[src/rtl/mac_result_drain_pkg.sv]
// Shared types and helpers for the MAC row result drain.
package mac_pkg;

  localparam int ACC_W = 26;
  // Working width for the shift/saturate helper. Wide enough for any lane accumulator.
  localparam int SAT_W = 64;

  typedef enum logic [1:0] {IDLE, RUN, SETTLE, DRAIN} drain_state_e;

  // Floor arithmetic right shift, then clamp into a signed out_w-bit range.
  // Shifts at or beyond the source width collapse to 0 or -1 through sign extension.
  function automatic logic signed [SAT_W-1:0] sat_shift(
    input logic signed [SAT_W-1:0] x,
    input logic        [4:0]       sh,
    input int                      out_w
  );
    logic signed [SAT_W-1:0] s, hi, lo;
    s  = x >>> sh;
    hi = '0;
    for (int b = 0; b < SAT_W; b++) hi[b] = (b < out_w - 1);
    lo = ~hi;
    if (s > hi)      s = hi;
    else if (s < lo) s = lo;
    return s;
  endfunction

endpackage

[src/rtl/mac_result_drain_if.sv]
// Result stream: one lane result per beat, valid/ready handshake.
interface mac_result_drain_if #(
  parameter int OUT_W  = 16,
  parameter int LANE_W = 2
);
  logic                     out_valid;
  logic                     out_ready;
  logic signed [OUT_W-1:0]  out_data;
  logic        [LANE_W-1:0] out_lane;
  logic                     out_last;

  modport master (output out_valid, out_data, out_lane, out_last, input  out_ready);
  modport slave  (input  out_valid, out_data, out_lane, out_last, output out_ready);
endinterface

[src/rtl/mac_result_drain_fmt.sv]
// Combinational result formatter: arithmetic shift then signed saturation.
module mac_result_fmt
  import mac_pkg::*;
#(
  parameter int IN_W  = ACC_W,
  parameter int OUT_W = 16
) (
  input  logic signed [IN_W-1:0]  x,
  input  logic        [4:0]       sh,
  output logic signed [OUT_W-1:0] y
);

  logic signed [SAT_W-1:0] wide;

  // Sign-extend into the helper width; the saturated value always fits OUT_W.
  always_comb begin
    wide = sat_shift(SAT_W'(x), sh, OUT_W);
    y    = wide[OUT_W-1:0];
  end

endmodule

[src/rtl/mac_result_drain.sv]
// Pulse controller and result readout for one row of MAC lanes.
// A run is the difference between accumulator snapshots taken before and after
// the pulses, so lane accumulators never need clearing between runs.
module mac_result_drain #(
  parameter int NUM_LANES = 4,
  parameter int ACC_W     = mac_pkg::ACC_W,
  parameter int OUT_W     = 16,
  parameter int K_W       = 16
) (
  input  logic                       clk,
  input  logic                       reset_n,
  input  logic                       start,
  input  logic [K_W-1:0]             k_steps,
  input  logic [4:0]                 shift,
  input  logic [NUM_LANES*ACC_W-1:0] acc_in,
  output logic                       pulse,
  output logic                       busy,
  output logic                       done,
  mac_result_drain_if.master         ob
);

  localparam int LANE_W = $clog2(NUM_LANES);

  mac_pkg::drain_state_e state_q, state_d;

  logic [K_W-1:0]                      cnt_q;
  logic [4:0]                          sh_q;
  logic [LANE_W-1:0]                   idx_q;
  logic [NUM_LANES-1:0][ACC_W-1:0]     base_q;
  logic [NUM_LANES-1:0][ACC_W-1:0]     delta_q;
  logic [ACC_W-1:0]                    sel_delta;
  logic signed [OUT_W-1:0]             fmt_y;
  logic                                valid, last, hs, take;

  assign take  = (state_q == mac_pkg::IDLE) && start;
  assign valid = (state_q == mac_pkg::DRAIN);
  assign last  = (idx_q == LANE_W'(NUM_LANES - 1));
  assign hs    = valid && ob.out_ready;
  assign busy  = (state_q != mac_pkg::IDLE);

  // State register; reset aborts any run in flight.
  always_ff @(posedge clk or negedge reset_n) begin
    if (!reset_n) state_q <= mac_pkg::IDLE;
    else          state_q <= state_d;
  end

  // Next-state logic. A zero-length run skips RUN and goes straight to SETTLE.
  always_comb begin
    state_d = state_q;
    unique case (state_q)
      mac_pkg::IDLE:   if (start) state_d = (k_steps != '0) ? mac_pkg::RUN : mac_pkg::SETTLE;
      mac_pkg::RUN:    if (cnt_q == K_W'(1)) state_d = mac_pkg::SETTLE;
      mac_pkg::SETTLE: state_d = mac_pkg::DRAIN;
      mac_pkg::DRAIN:  if (ob.out_ready && last) state_d = mac_pkg::IDLE;
      default:         state_d = mac_pkg::IDLE;
    endcase
  end

  // Control registers: registered pulse, step counter, shift, drain index, done strobe.
  always_ff @(posedge clk or negedge reset_n) begin
    if (!reset_n) begin
      pulse <= 1'b0;
      done  <= 1'b0;
      cnt_q <= '0;
      sh_q  <= '0;
      idx_q <= '0;
    end else begin
      pulse <= (state_d == mac_pkg::RUN);
      done  <= hs && last;
      if (take) begin
        cnt_q <= k_steps;
        sh_q  <= shift;
      end else if (state_q == mac_pkg::RUN) begin
        cnt_q <= cnt_q - K_W'(1);
      end
      if (state_q == mac_pkg::SETTLE) idx_q <= '0;
      else if (hs)                    idx_q <= last ? '0 : idx_q + LANE_W'(1);
    end
  end

  // Per-lane snapshots: base at start, modular run delta once the last update has landed.
  for (genvar i = 0; i < NUM_LANES; i++) begin : g_lane
    always_ff @(posedge clk or negedge reset_n) begin
      if (!reset_n) begin
        base_q[i]  <= '0;
        delta_q[i] <= '0;
      end else begin
        if (take) base_q[i] <= acc_in[i*ACC_W +: ACC_W];
        if (state_q == mac_pkg::SETTLE) delta_q[i] <= acc_in[i*ACC_W +: ACC_W] - base_q[i];
      end
    end
  end

  assign sel_delta = delta_q[idx_q];

  mac_result_fmt #(.IN_W(ACC_W), .OUT_W(OUT_W)) u_fmt (
    .x  (sel_delta),
    .sh (sh_q),
    .y  (fmt_y)
  );

  // Outputs are a function of registered state only, so they hold under backpressure.
  assign ob.out_valid = valid;
  assign ob.out_data  = valid ? fmt_y : '0;
  assign ob.out_lane  = idx_q;
  assign ob.out_last  = valid && last;

endmodule

[src/flat_wrapper.sv]
// flat-port wrapper written by rule: the top's interface ports become plain ports
module mac_result_drain_flat 
#(
  parameter int NUM_LANES = 4,
  parameter int ACC_W     = mac_pkg::ACC_W,
  parameter int OUT_W     = 16,
  parameter int K_W       = 16
)
  (clk, reset_n, start, k_steps, shift, acc_in, pulse, busy, done, ob_out_valid, ob_out_data, ob_out_lane, ob_out_last, ob_out_ready);
  mac_result_drain_if #(.OUT_W(OUT_W), .LANE_W(2)) ob_i ();
  input  logic clk;
  input  logic reset_n;
  input  logic start;
  input  logic [K_W-1:0] k_steps;
  input  logic [4:0] shift;
  input  logic [NUM_LANES*ACC_W-1:0] acc_in;
  output logic pulse;
  output logic busy;
  output logic done;
  output wire logic [$bits(ob_i.out_valid)-1:0] ob_out_valid;
  output wire logic [$bits(ob_i.out_data)-1:0] ob_out_data;
  output wire logic [$bits(ob_i.out_lane)-1:0] ob_out_lane;
  output wire logic [$bits(ob_i.out_last)-1:0] ob_out_last;
  input wire logic [$bits(ob_i.out_ready)-1:0] ob_out_ready;
  assign ob_out_valid = ob_i.out_valid;
  assign ob_out_data = ob_i.out_data;
  assign ob_out_lane = ob_i.out_lane;
  assign ob_out_last = ob_i.out_last;
  assign ob_i.out_ready = ob_out_ready;
  mac_result_drain #(.NUM_LANES(NUM_LANES), .ACC_W(ACC_W), .OUT_W(OUT_W), .K_W(K_W)) u_core (.clk(clk), .reset_n(reset_n), .start(start), .k_steps(k_steps), .shift(shift), .acc_in(acc_in), .pulse(pulse), .busy(busy), .done(done), .ob(ob_i));
endmodule
[config.mk]
export PLATFORM = sky130hd
export DESIGN_NAME = mac_result_drain_flat
export DESIGN_NICKNAME = d
export VERILOG_FILES = /design/src/rtl/mac_result_drain_pkg.sv /design/src/rtl/mac_result_drain_if.sv /design/src/rtl/mac_result_drain_fmt.sv /design/src/rtl/mac_result_drain.sv /design/src/flat_wrapper.sv
export SDC_FILE = /design/constraint.sdc
export NUM_CORES = 1
export LEC_CHECK = 0
export ABC_AREA = 0
export CAP_MARGIN = 5
export CORE_MARGIN = 4
export CORE_UTILIZATION = 55
export DETAILED_ROUTE_END_ITERATION = 10
export HOLD_SLACK_MARGIN = 0.12
export PLACE_DENSITY = 0.86
export SLEW_MARGIN = 20
export SYNTH_ARGS = -nofsm -noshare
export SYNTH_HDL_FRONTEND = slang
export SYNTH_HIERARCHICAL = 1
export SYNTH_SLANG_ARGS = --single-unit
[constraint.sdc]
create_clock -name clk -period 8.9 [get_ports clk]
set_clock_uncertainty 0.15 [all_clocks]
set_input_delay 1.78 -clock clk [delete_from_list [all_inputs] [get_ports clk]]
set_output_delay 1.78 -clock clk [all_outputs]
set_load 0.02 [all_outputs]
==> results of run 1 <==
[power by group]
part | switching, mW | total (mW) | internal [mW]
Sequential | 0.445 | 2.03 | 1.59
Clock | 0.470 | 1.20 | 0.726
Combinational | 2.79 | 4.73 | 1.93
[critical path: stages, from the launching register on]
cell             delay, ns
dfrtp_2               0.94
mux4_2                0.84
mux4_2                0.61
o21ai_1               0.19
nand3_1               0.10
or4_1                 0.74
nor4_1                0.36
nor3_1                0.11
and3_1                0.19
clkdlybuf4s50_1       0.53
[sequential cells by signal, indices dropped and copies added, names as in the netlist]
signal	count
u_core/base_q	104
u_core/delta_q	104
u_core/cnt_q	16
u_core/sh_q	5
u_core/ob.out_lane	2
u_core/state_q	2
u_core/done	1
u_core/pulse	1
[cells in the mapped netlist, drive strengths merged, types with 5 or more instances]
cell	number
o22ai	5
a22oi	6
o31ai	20
nor4	11
a31oi	21
inv	141
o311ai	16
a221o	6
mux2	10
nand4	21
a221oi	5
and3	34
nand3	45
a211o	10
mux2i	43
a21o	38
dfrtp	235
xor2	30
o21ai	234
a21boi	6
o21a	21
nand2	319
nor3	36
o21bai	12
and4	5
clkbuf	80
xnor2	38
and2	12
mux4	40
a21oi	101
nor2b	8
or4	7
buf	19
a211oi	19
o211ai	23
or3	8
nand2b	12
nor2	60
ha	103
[path summary, 6_finish.rpt]
| path | start | to | slack [ns] | cells past startpoint |
|---|---|---|---|---|
| hold / removal | u_core/delta_q[53]$_DFFE_PN0P_ | u_core/delta_q[53]$_DFFE_PN0P_ | 0.34 | 2 |
| setup / recovery | u_core/ob.out_lane[0]$_DFFE_PN0P_ | ob_out_data[11] | 1.79 | 9 |
| setup reg to reg | u_core/base_q[26]$_DFFE_PN0P_ | u_core/delta_q[48]$_DFFE_PN0P_ | 5.79 | 10 |
| max in group asynchronous | reset_n | u_core/base_q[66]$_DFFE_PN0P_ | 6.28 | 2 |
| hold reg to reg | u_core/delta_q[53]$_DFFE_PN0P_ | u_core/delta_q[53]$_DFFE_PN0P_ | 0.34 | 2 |
| min in group asynchronous | reset_n | u_core/base_q[8]$_DFFE_PN0P_ | 1.13 | 1 |
[kinds of logic (layout without fill, tap and decap cells)]
| kind of cell | after synthesis | after routing | synth area share, % |
|---|---|---|---|
| and+or+nand+nor | 594 | 594 | 16.42 |
| AOI/OAI and AO/OA | 588 | 588 | 22.46 |
| buffers and inverters | 241 | 351 | 5.763 |
| DFF | 235 | 235 | 35.04 |
| adders and majority gates | 107 | 107 | 8.156 |
| muxes | 93 | 93 | 8.604 |
| xor gates and xnor gates | 68 | 68 | 3.549 |
[stage by stage]
| step | power (mW) | hold WS (ns) |
|---|---|---|
| after floorplan | 5.372 | 0.2834 |
| after global placement | 6.524 | 0.3027 |
| after detailed placement | 6.657 | 0.3199 |
| after CTS | 7.896 | 0.3422 |
| after global routing | 8.552 | 0.3704 |
| final | 7.957 | 0.3371 |
[metal layers]
layer  vias up  part of all wire, %  track usage [%]
met5         -                    0                0
met4         0                  2.9            6.755
met3        90                  6.9            3.588
met2       518                   47            43.56
met1      7140                   43            37.86
li1       7123                    -                -
[cell type report]
class	count	area, um2
clock buffer	36	769.5
clock inverter	14	196.4
fill	2422	10460
inverter	142	533.0
multi-input combinational	1450	9960
sequential	235	5882
tap	390	488.0
timing repair buffer	159	1589
==> reports/results.ini, run 1 <==
[outcome]
outcome = finished clean

[worst_setup_path]
startpoint_type = flip-flop
arrival_ns = 5.18
crit_type = flip-flop to output pin
cp_max_fo = 30
end_kind = output pin
cp.required_ns = 6.97

[sta]
setup_violations = 0
tns_ns = 0
max_freq_ghz = 0.1406
maxSlewHeadroom_pct = 24.90
slew_violations = 0
tightest_slew_ns = 1.126
layout_setup_ws_ns = 1.788
min_period_over_period_pct = 79.91
layout_min_cycle_time_ns = 7.112
finalHoldViolCount = 0
rsz0062_at_grt = no

[die]
num_rows = 63
core_um2 = 29870
die_h_um = 182.7
fp.dieW_um = 182.7
start_util_pct = 56.18
io_pins = 152
die_area_um2 = 33370

[clocking]
postCtsHoldBufs = 0
cts_made_buffers = 27
cts_tree = built
clkTransAtPathRegs_ns = 0.06
post_cts_resized = 0
cts-root-buf = clkbuf_16
cts_buffer_depth = 3
clock-sinks = 235
clkLatencyLatePin_ns = 0.56
cts_setup_buffers = 0
htreeDepth = 1

[hold_path]
hp-class = flip-flop to flip-flop

[yosys]
synth.avg_cell_area_um2 = 8.714
ys_warn_count = 6
yosys-top-cells-area = dfrtp_1 (35%), ha_1 (7.7%), nand2_1 (7.1%)
synth_top_area_share_pct = 35.04
yosysTopAreaCell = dfrtp_1
syn_area_um2 = 16780
syn_inst = 1926
ys_seq_elements = 235
synth_ff_type = dfrtp_1
async_reset_ff_share_pct = 100.0
synth_enable_flop_cells = 0
synth_nets = 2162
ys_seq_area_share_pct = 35.04
synth.distinct_cells = 94

[placed_design]
finalWeightedCongestion = 0.9216
hpwl_mm = 34.22
io_buffer_count = 151
dpl-instance-area_um2 = 18440
place_ws_ns = 2.108
dp_cells = 2376

[final_layout]
drive_gt1_share_pct = 7.122
final_core_util_pct = 65.00
final_common_cell = nand2_1
stdcell_count = 2426
layout_common_cells = nand2_1 (317), dfrtp_1 (234), o21ai_0 (227)
area_growth_pct = 15.70
num_antenna_cells = 0
nNetsFinal = 2251
final_area_um2 = 19420

[route]
drc = 0
vias = 14870
ant_nets = 0
wirelength_mm = 45.83
drt_iter0_markers = 1374
firstDrtPassIters = 6
vias_per_cell = 6.130
avgRoutedWirePerCell_um = 18.89

[global_routing]
grt_max_degree = 134
grt_pass1_vias = 14190
grt_antenna_before_repair = 0
grt_overflow = 0
track_usage_pct = 26.69
grt_pass1_wl_mm = 73.77

[power_and_ir_drop]
ir_drop_uv = 240.7
leakage_nw = 8.576
power_density_nw_per_um2 = 409.8

[run]
drv_cap = 0

Power figures use the tool's default switching activity.
==> inputs of run 2 (changes only) <==
--- a/config.mk
+++ b/config.mk
@@ -8,10 +8,10 @@
 export ABC_AREA = 0
 export CAP_MARGIN = 5
 export CORE_MARGIN = 4
-export CORE_UTILIZATION = 55
+export CORE_UTILIZATION = 54
 export DETAILED_ROUTE_END_ITERATION = 10
 export HOLD_SLACK_MARGIN = 0.12
-export PLACE_DENSITY = 0.86
+export PLACE_DENSITY = 0.88
 export SLEW_MARGIN = 20
 export SYNTH_ARGS = -nofsm -noshare
 export SYNTH_HDL_FRONTEND = slang
==> constraint.sdc (replaced) <==
create_clock -name clk -period 5.9 [get_ports clk]
set_clock_uncertainty 0.15 [all_clocks]
set_input_delay 1.18 -clock clk [delete_from_list [all_inputs] [get_ports clk]]
set_output_delay 1.18 -clock clk [all_outputs]
set_load 0.02 [all_outputs]
==> run 2 against run 1 <==
Global-route usage rose by 0.54 points. Sequential share of layout area fell by 0.21 points. Total power is 53% higher. Non-clock buffer count increased by 17. Critical endpoint is now ob_out_data[9]. Clock-buffer cell count down 6. Clock power increased by 48%. Via count rose by 2.0%. Critical path type unchanged. Final area up 0.76%. Die area grew 1.8%.
==> reports/results.ini, run 2 (synthesis gave the netlist of run 1 again) <==
[clocking]
clkLatencyLatePin_ns = 0.56  ; about the same
clkTransAtPathRegs_ns = 0.06  ; about the same
clock-sinks = 235  ; unchanged
cts-root-buf = clkbuf_16
htreeDepth = 1  ; unchanged
cts_tree = built
cts_buffer_depth = 3  ; unchanged
cts_made_buffers = 27  ; unchanged

[worst_setup_path]
startpoint_type = flip-flop
reg2reg_from = u_core/base_q[26]$_DFFE_PN0P_
worstRegToRegCells = 10  ; unchanged
crit_type = flip-flop to output pin
end_kind = output pin
regToRegEndpoint = u_core/delta_q[48]$_DFFE_PN0P_
rrSetupSlack_ns = 2.66  ; -3.13 ns
cp.required_ns = 4.57  ; -2.40 ns
arrival_ns = 4.46  ; -0.72 ns
cp_max_fo = 10  ; -67%

[route]
drt_iter0_markers = 1653  ; +20%
avgRoutedWirePerCell_um = 19.20  ; +1.6%
drc = 0  ; unchanged
ant_nets = 0  ; unchanged
vias = 15170  ; +2.0%
firstDrtPassIters = 5  ; -1
vias_per_cell = 6.195  ; +1.1%
wirelength_mm = 47.02  ; +2.6%

[final_layout]
num_antenna_cells = 0  ; unchanged
stdcell_count = 2449  ; +0.95%
area_growth_pct = 16.58
multi_input_area_um2 = 9982  ; +0.23%
final_common_cell = nand2_1
nNetsFinal = 2268  ; +0.76%
top_regs = u_core/base_q x104, u_core/delta_q x104, u_core/cnt_q x16
drive_gt1_share_pct = 8.281  ; +1.2 points
seq_area_um2 = 5886  ; about the same
layout_common_cells = nand2_1 (317), dfrtp_1 (233), o21ai_0 (227)
fillers = 2445  ; +0.95%

[sta]
layout_setup_ws_ns = 0.1051  ; -1.683 ns
min_period_over_period_pct = 98.22
setup_violations = 0  ; unchanged
slew_violations = 0  ; unchanged
finalHoldViolCount = 0  ; unchanged
tightest_slew_ns = 0.9813  ; -0.1451 ns
layout_min_cycle_time_ns = 5.795
maxSlewHeadroom_pct = 34.44  ; +9.5 points
rsz0062_at_grt = yes
max_freq_ghz = 0.1726

[global_routing]
grt_antenna_before_repair = 1  ; +1
track_usage_pct = 27.23  ; +0.54 points
grt_overflow = 0  ; unchanged
grt_pass1_wl_mm = 75.89  ; +2.9%
grt_pass1_vias = 14390  ; +1.4%
grt_max_degree = 114  ; -15%

[die]
core_um2 = 30590  ; +2.4%
start_util_pct = 54.86  ; -1.3 points
num_rows = 64  ; +1.6%
die_area_um2 = 33960  ; +1.8%
fp.dieW_um = 184.3  ; +0.88%
die_h_um = 184.3  ; +0.88%
io_pins = 152  ; unchanged

[placed_design]
dp_cells = 2393  ; +0.72%
finalWeightedCongestion = 0.9533  ; +3.4%
place_ws_ns = 0.3371  ; -1.771 ns
hpwl_mm = 35.39  ; +3.4%
io_buffer_count = 151  ; unchanged

[power_and_ir_drop]
power_density_nw_per_um2 = 621.1  ; +52%
ir_drop_uv = 289.1  ; +20%
leakage_nw = 8.729  ; +1.8%

[outcome]
outcome = finished clean

[hold_path]
hold_path_end = u_core/delta_q[58]$_DFFE_PN0P_
hold_depth = 2  ; unchanged
hold_path_startpoint = u_core/delta_q[58]$_DFFE_PN0P_
hp-class = flip-flop to flip-flop

[run]
drv_cap = 0  ; unchanged

==> run 2: changes by cell type in the layout (fill, tap and decap cells not counted), moves of 2 or more <==
cell and change:
buf_4 +18, clkdlybuf4s50_1 -5, dlymetal6s2s_1 +5, clkbuf_8 -4, clkinvlp_4 +3, clkbuf_1 -2, clkinv_4 +2, o31ai_1 -2
o31ai_2 +2
==> run 2: cell type report <==
| type | instances | share of cell area, % |
|---|---|---|
| multi-input cells | 1450 | 51.02 |
| flip-flops and latches | 235 | 30.08 |
| repair buffers | 176 | 8.774 |
| clock buffers | 30 | 3.613 |
| inverters | 142 | 2.724 |
| well taps | 396 | 2.532 |
| clock inverters | 20 | 1.253 |
==> run 2: how the worst max path moves through the flow <==
stage / startpoint / endpoint
3_5_place_dp: u_core/ob.out_lane[0]$_DFFE_PN0P_ / ob_out_data[8]
2_1_floorplan: u_core/ob.out_lane[0]$_DFFE_PN0P_ / ob_out_data[7]
3_3_place_gp: u_core/ob.out_lane[0]$_DFFE_PN0P_ / ob_out_data[8]
5_1_grt: u_core/ob.out_lane[0]$_DFFE_PN0P_ / ob_out_data[0]
6_report: u_core/ob.out_lane[0]$_DFFE_PN0P_ / ob_out_data[9]
4_1_cts: u_core/ob.out_lane[1]$_DFFE_PN0P_ / ob_out_data[8]
==> run 2: metal layers <==
layer,track usage (%),part of all wire [%]
met5,0,0
met4,8.252,3.6
met1,38.95,43
met2,43.79,46
met3,3.256,7.2
==> run 2: report_power, final <==
group / internal (mW) / total (mW) / switching [mW] / leakage (nW)
sequential: 2.40 / 3.04 / 0.642 / 2.89
clock: 1.05 / 1.78 / 0.732 / 0.452
combinational: 2.99 / 7.33 / 4.34 / 5.39
total: 6.44 / 12.2 / 5.71 / 8.73
==> run 2: worst max-delay path: stages, from the launching register on <==
cell	delay, ns
dfrtp_4	0.46
buf_4	0.18
mux4_2	0.56
mux4_2	0.54
a221o_1	0.36
or4_4	0.65
nor4_1	0.35
nor3_1	0.09
and3_1	0.19
clkdlybuf4s50_1	0.53
==> run 2: what timing repair did <==
| item | 4_1_cts | 5_1_grt |
|---|---|---|
| pin swaps | 0 | 0 |
| resized for setup | 2 | 11 |
| endpoints found under the setup margin | 15 | 15 |
| buffers inserted | 6 | 0 |
| hold buffers | 0 | 0 |
==> run 2: metrics by stage <==
step                      setup TNS, ns  util [%]  instance area, um2  power [mW]  hold WS (ns)
final                                 0     63.96               19570       12.15        0.3361
after global routing          -0.007069     63.96               19570       13.03        0.3572
after detailed placement              0     60.55               18520       10.11        0.3204
after global placement                0     60.55               18520       9.934        0.3037
after CTS                             0     63.83               19530       12.00        0.3352
after floorplan                       0         -               16780       8.104        0.2834
==> inputs of run 3 (changes only) <==
--- a/config.mk
+++ b/config.mk
@@ -8,12 +8,11 @@
 export ABC_AREA = 0
 export CAP_MARGIN = 5
 export CORE_MARGIN = 4
-export CORE_UTILIZATION = 54
+export CORE_UTILIZATION = 53
+export CTS_CLUSTER_DIAMETER = 50
 export DETAILED_ROUTE_END_ITERATION = 10
-export HOLD_SLACK_MARGIN = 0.12
-export PLACE_DENSITY = 0.88
+export PLACE_DENSITY = 0.87
 export SLEW_MARGIN = 20
 export SYNTH_ARGS = -nofsm -noshare
 export SYNTH_HDL_FRONTEND = slang
-export SYNTH_HIERARCHICAL = 1
 export SYNTH_SLANG_ARGS = --single-unit
==> run 3 against run 2 <==
Area after synthesis shrank 5.2%. Final cell count decreased by 3.2%. Worst setup slack better by 0.21 ns. Clock-buffer cell count increased by 4. Largest cell class unchanged. Critical path depth grew 1. Clock power increased by 11%.
==> reports/results.ini, run 3 <==
[yosys]
syn_inst = 1845  ; -4.2%
ys_warn_count = 0  ; -6
yosys-top-cells-count = nand2_1 (343), dfrtp_1 (235), o21ai_0 (208), inv_1 (121), ha_1 (103)
synth_nets = 2081  ; -3.7%
yosysTopAreaCell = dfrtp_1
ys_seq_elements = 235  ; unchanged
yosys-top-cells-area = dfrtp_1 (37%), ha_1 (8.1%), nand2_1 (8.1%)
async_reset_ff_share_pct = 100.0  ; unchanged
synth.avg_cell_area_um2 = 8.625  ; -1.0%
syn_area_um2 = 15910  ; -5.2%
synth_enable_flop_cells = 0  ; unchanged
synth_top_area_share_pct = 36.96  ; +1.9 points
ys_seq_area_share_pct = 36.96  ; +1.9 points
synth_ff_type = dfrtp_1
yosysMostFrequentCell = nand2_1
synth.distinct_cells = 86  ; -8.5%

[die]
num_rows = 63  ; -1.6%
die_h_um = 181.3  ; -1.6%
die_area_um2 = 32860  ; -3.2%
fp.dieW_um = 181.3  ; -1.6%
io_pins = 152  ; unchanged
core_um2 = 29640  ; -3.1%
start_util_pct = 53.69  ; -1.2 points

[route]
wirelength_mm = 42.41  ; -9.8%
vias_per_cell = 5.854  ; -5.5%
vias = 13870  ; -8.6%
drt_iter0_markers = 1040  ; -37%
ant_nets = 0  ; unchanged
drc = 0  ; unchanged
firstDrtPassIters = 7  ; +2
avgRoutedWirePerCell_um = 17.89  ; -6.8%

[global_routing]
grt_pass1_vias = 13380  ; -7.0%
grt_overflow = 0  ; unchanged
track_usage_pct = 25.07  ; -2.2 points
grt_max_degree = 146  ; +28%
grt_antenna_before_repair = 0  ; -1
grt_pass1_wl_mm = 68.44  ; -9.8%

[sta]
rsz0062_at_grt = no
max_freq_ghz = 0.1790  ; +3.7%
tightest_slew_ns = 0.9831  ; +0.001762 ns
tns_ns = 0  ; unchanged
min_period_over_period_pct = 94.68  ; -3.5 points
maxSlewHeadroom_pct = 34.46  ; about the same
slew_violations = 0  ; unchanged
finalHoldViolCount = 0  ; unchanged
setup_violations = 0  ; unchanged
layout_min_cycle_time_ns = 5.586  ; -0.2087 ns

[worst_setup_path]
arrival_ns = 4.26  ; -0.20 ns
reg2reg_from = u_core.base_q[3]$_DFFE_PN0P_
cp_max_fo = 26  ; +16
startpoint_type = flip-flop
crit_type = flip-flop to output pin
end_kind = output pin
cp.required_ns = 4.57  ; about the same
rrSetupSlack_ns = 2.44  ; -0.22 ns
worstRegToRegCells = 12  ; +2
regToRegEndpoint = u_core.delta_q[25]$_DFFE_PN0P_

[final_layout]
area_growth_pct = 18.19
top_regs = u_core.base_q x104, u_core.delta_q x104, u_core.cnt_q x16
layout_common_cells = nand2_1 (343), dfrtp_1 (235), o21ai_0 (208)
nNetsFinal = 2192  ; -3.4%
final_core_util_pct = 63.46  ; -0.50 points
num_antenna_cells = 0  ; unchanged
final_common_cell = nand2_1
drive_gt1_share_pct = 7.626  ; -0.65 points

[clocking]
cts_buffer_depth = 3  ; unchanged
post_cts_resized = 0  ; -2
cts-root-buf = clkbuf_16
clkLatencyLatePin_ns = 0.56  ; about the same
cts_tree = built
postCtsHoldBufs = 0  ; unchanged
cts_made_buffers = 30  ; +11%
htreeDepth = 1  ; unchanged
clkTransAtPathRegs_ns = 0.06  ; about the same
clock-sinks = 235  ; unchanged
cts_setup_buffers = 0  ; -6

[placed_design]
hpwl_mm = 31.26  ; -12%
io_buffer_count = 151  ; unchanged
finalWeightedCongestion = 0.9555  ; +0.23%

[power_and_ir_drop]
ir_drop_uv = 223.9  ; -23%
power_density_nw_per_um2 = 321.9  ; -48%
leakage_nw = 8.565  ; -1.9%

[outcome]
outcome = finished clean

[hold_path]
hp-class = flip-flop to flip-flop
hold_path_startpoint = u_core.delta_q[28]$_DFFE_PN0P_
hold_path_end = u_core.delta_q[28]$_DFFE_PN0P_
hold_depth = 2  ; unchanged

[run]
drv_cap = 0  ; unchanged

[run 3: changes by cell type after synthesis, moves of 19 or more]
cell	delta
o21ai_1	+48
inv_1	-19
o21ai_0	-19
mux2i_1	-22
and3_1	-27
nor2_1	+26
nand2_1	+25
[run 3: layer usage]
metal	routed length [um]	track usage, %	up-vias	part of all wire, %
li1	-	-	6710	-
met5	0	0	-	0
met2	20080	41.78	451	47
met4	1411	7.265	0	3.3
met1	18410	34.85	6635	43
met3	2513	2.879	78	5.9
[run 3: area by class of cell]
cell class | instances | area [um2]
well taps | 390 | 488.0
fillers | 2421 | 10830
clock buffers | 34 | 817.0
clock inverters | 22 | 276.5
inverters | 124 | 465.4
repair buffers | 167 | 1682
flip-flops and latches | 235 | 5881
multi-input cells | 1398 | 9199
[run 3: cells by family after synthesis]
logic type / after synthesis / synth area share, %
buffers and inverters: 212 / 5.355
DFF: 235 / 36.96
and+or+nand+nor: 602 / 16.81
xor gates and xnor gates: 83 / 4.568
adders and majority gates: 107 / 8.602
muxes: 63 / 6.904
AOI/OAI and AO/OA: 543 / 20.81
[run 3: metrics by stage]
stage	std cells	power (mW)	hold WS [ns]	cell area (um2)	setup slack, ns
after global routing	2370	6.412	0.3613	18810	0.06446
after CTS	2369	6.040	0.3409	18770	0.01987
after floorplan	1845	3.457	0.2840	15910	1.784
final	2370	6.054	0.3449	18810	0.3137
after detailed placement	2313	4.042	0.3264	17680	0.6112
after global placement	2313	3.974	0.3037	17680	0.6771
[run 3: worst max-delay path: stages, from the launching register on]
cell,delay [ns]
dfrtp_1,0.42
buf_4,0.38
mux4_2,0.58
mux4_2,0.55
and2_4,0.19
a211oi_2,0.21
a211oi_2,0.11
o31ai_4,0.31
or2_4,0.28
o21ai_1,0.11
clkdlybuf4s50_1,0.56
[run 3: worst max-delay path by stage]
stage / from / end / depth (start not counted)
2_1_floorplan: u_core.ob.out_lane[1]$_DFFE_PN0P_ / ob_out_data[10] / 10
3_3_place_gp: u_core.ob.out_lane[0]$_DFFE_PN0P_ / ob_out_data[3] / 9
3_5_place_dp: u_core.ob.out_lane[0]$_DFFE_PN0P_ / ob_out_data[0] / 9
4_1_cts: u_core.ob.out_lane[0]$_DFFE_PN0P_ / ob_out_data[0] / 9
5_1_grt: u_core.ob.out_lane[0]$_DFFE_PN0P_ / ob_out_data[3] / 10
6_report: u_core.ob.out_lane[1]$_DFFE_PN0P_ / ob_out_data[0] / 10
[run 3: where the power goes]
group | internal, mW | switching (mW) | total [mW]
Sequential | 1.82 | 0.139 | 1.96
Clock | 1.22 | 0.757 | 1.98
Combinational | 0.876 | 1.24 | 2.12
Total | 3.92 | 2.14 | 6.05
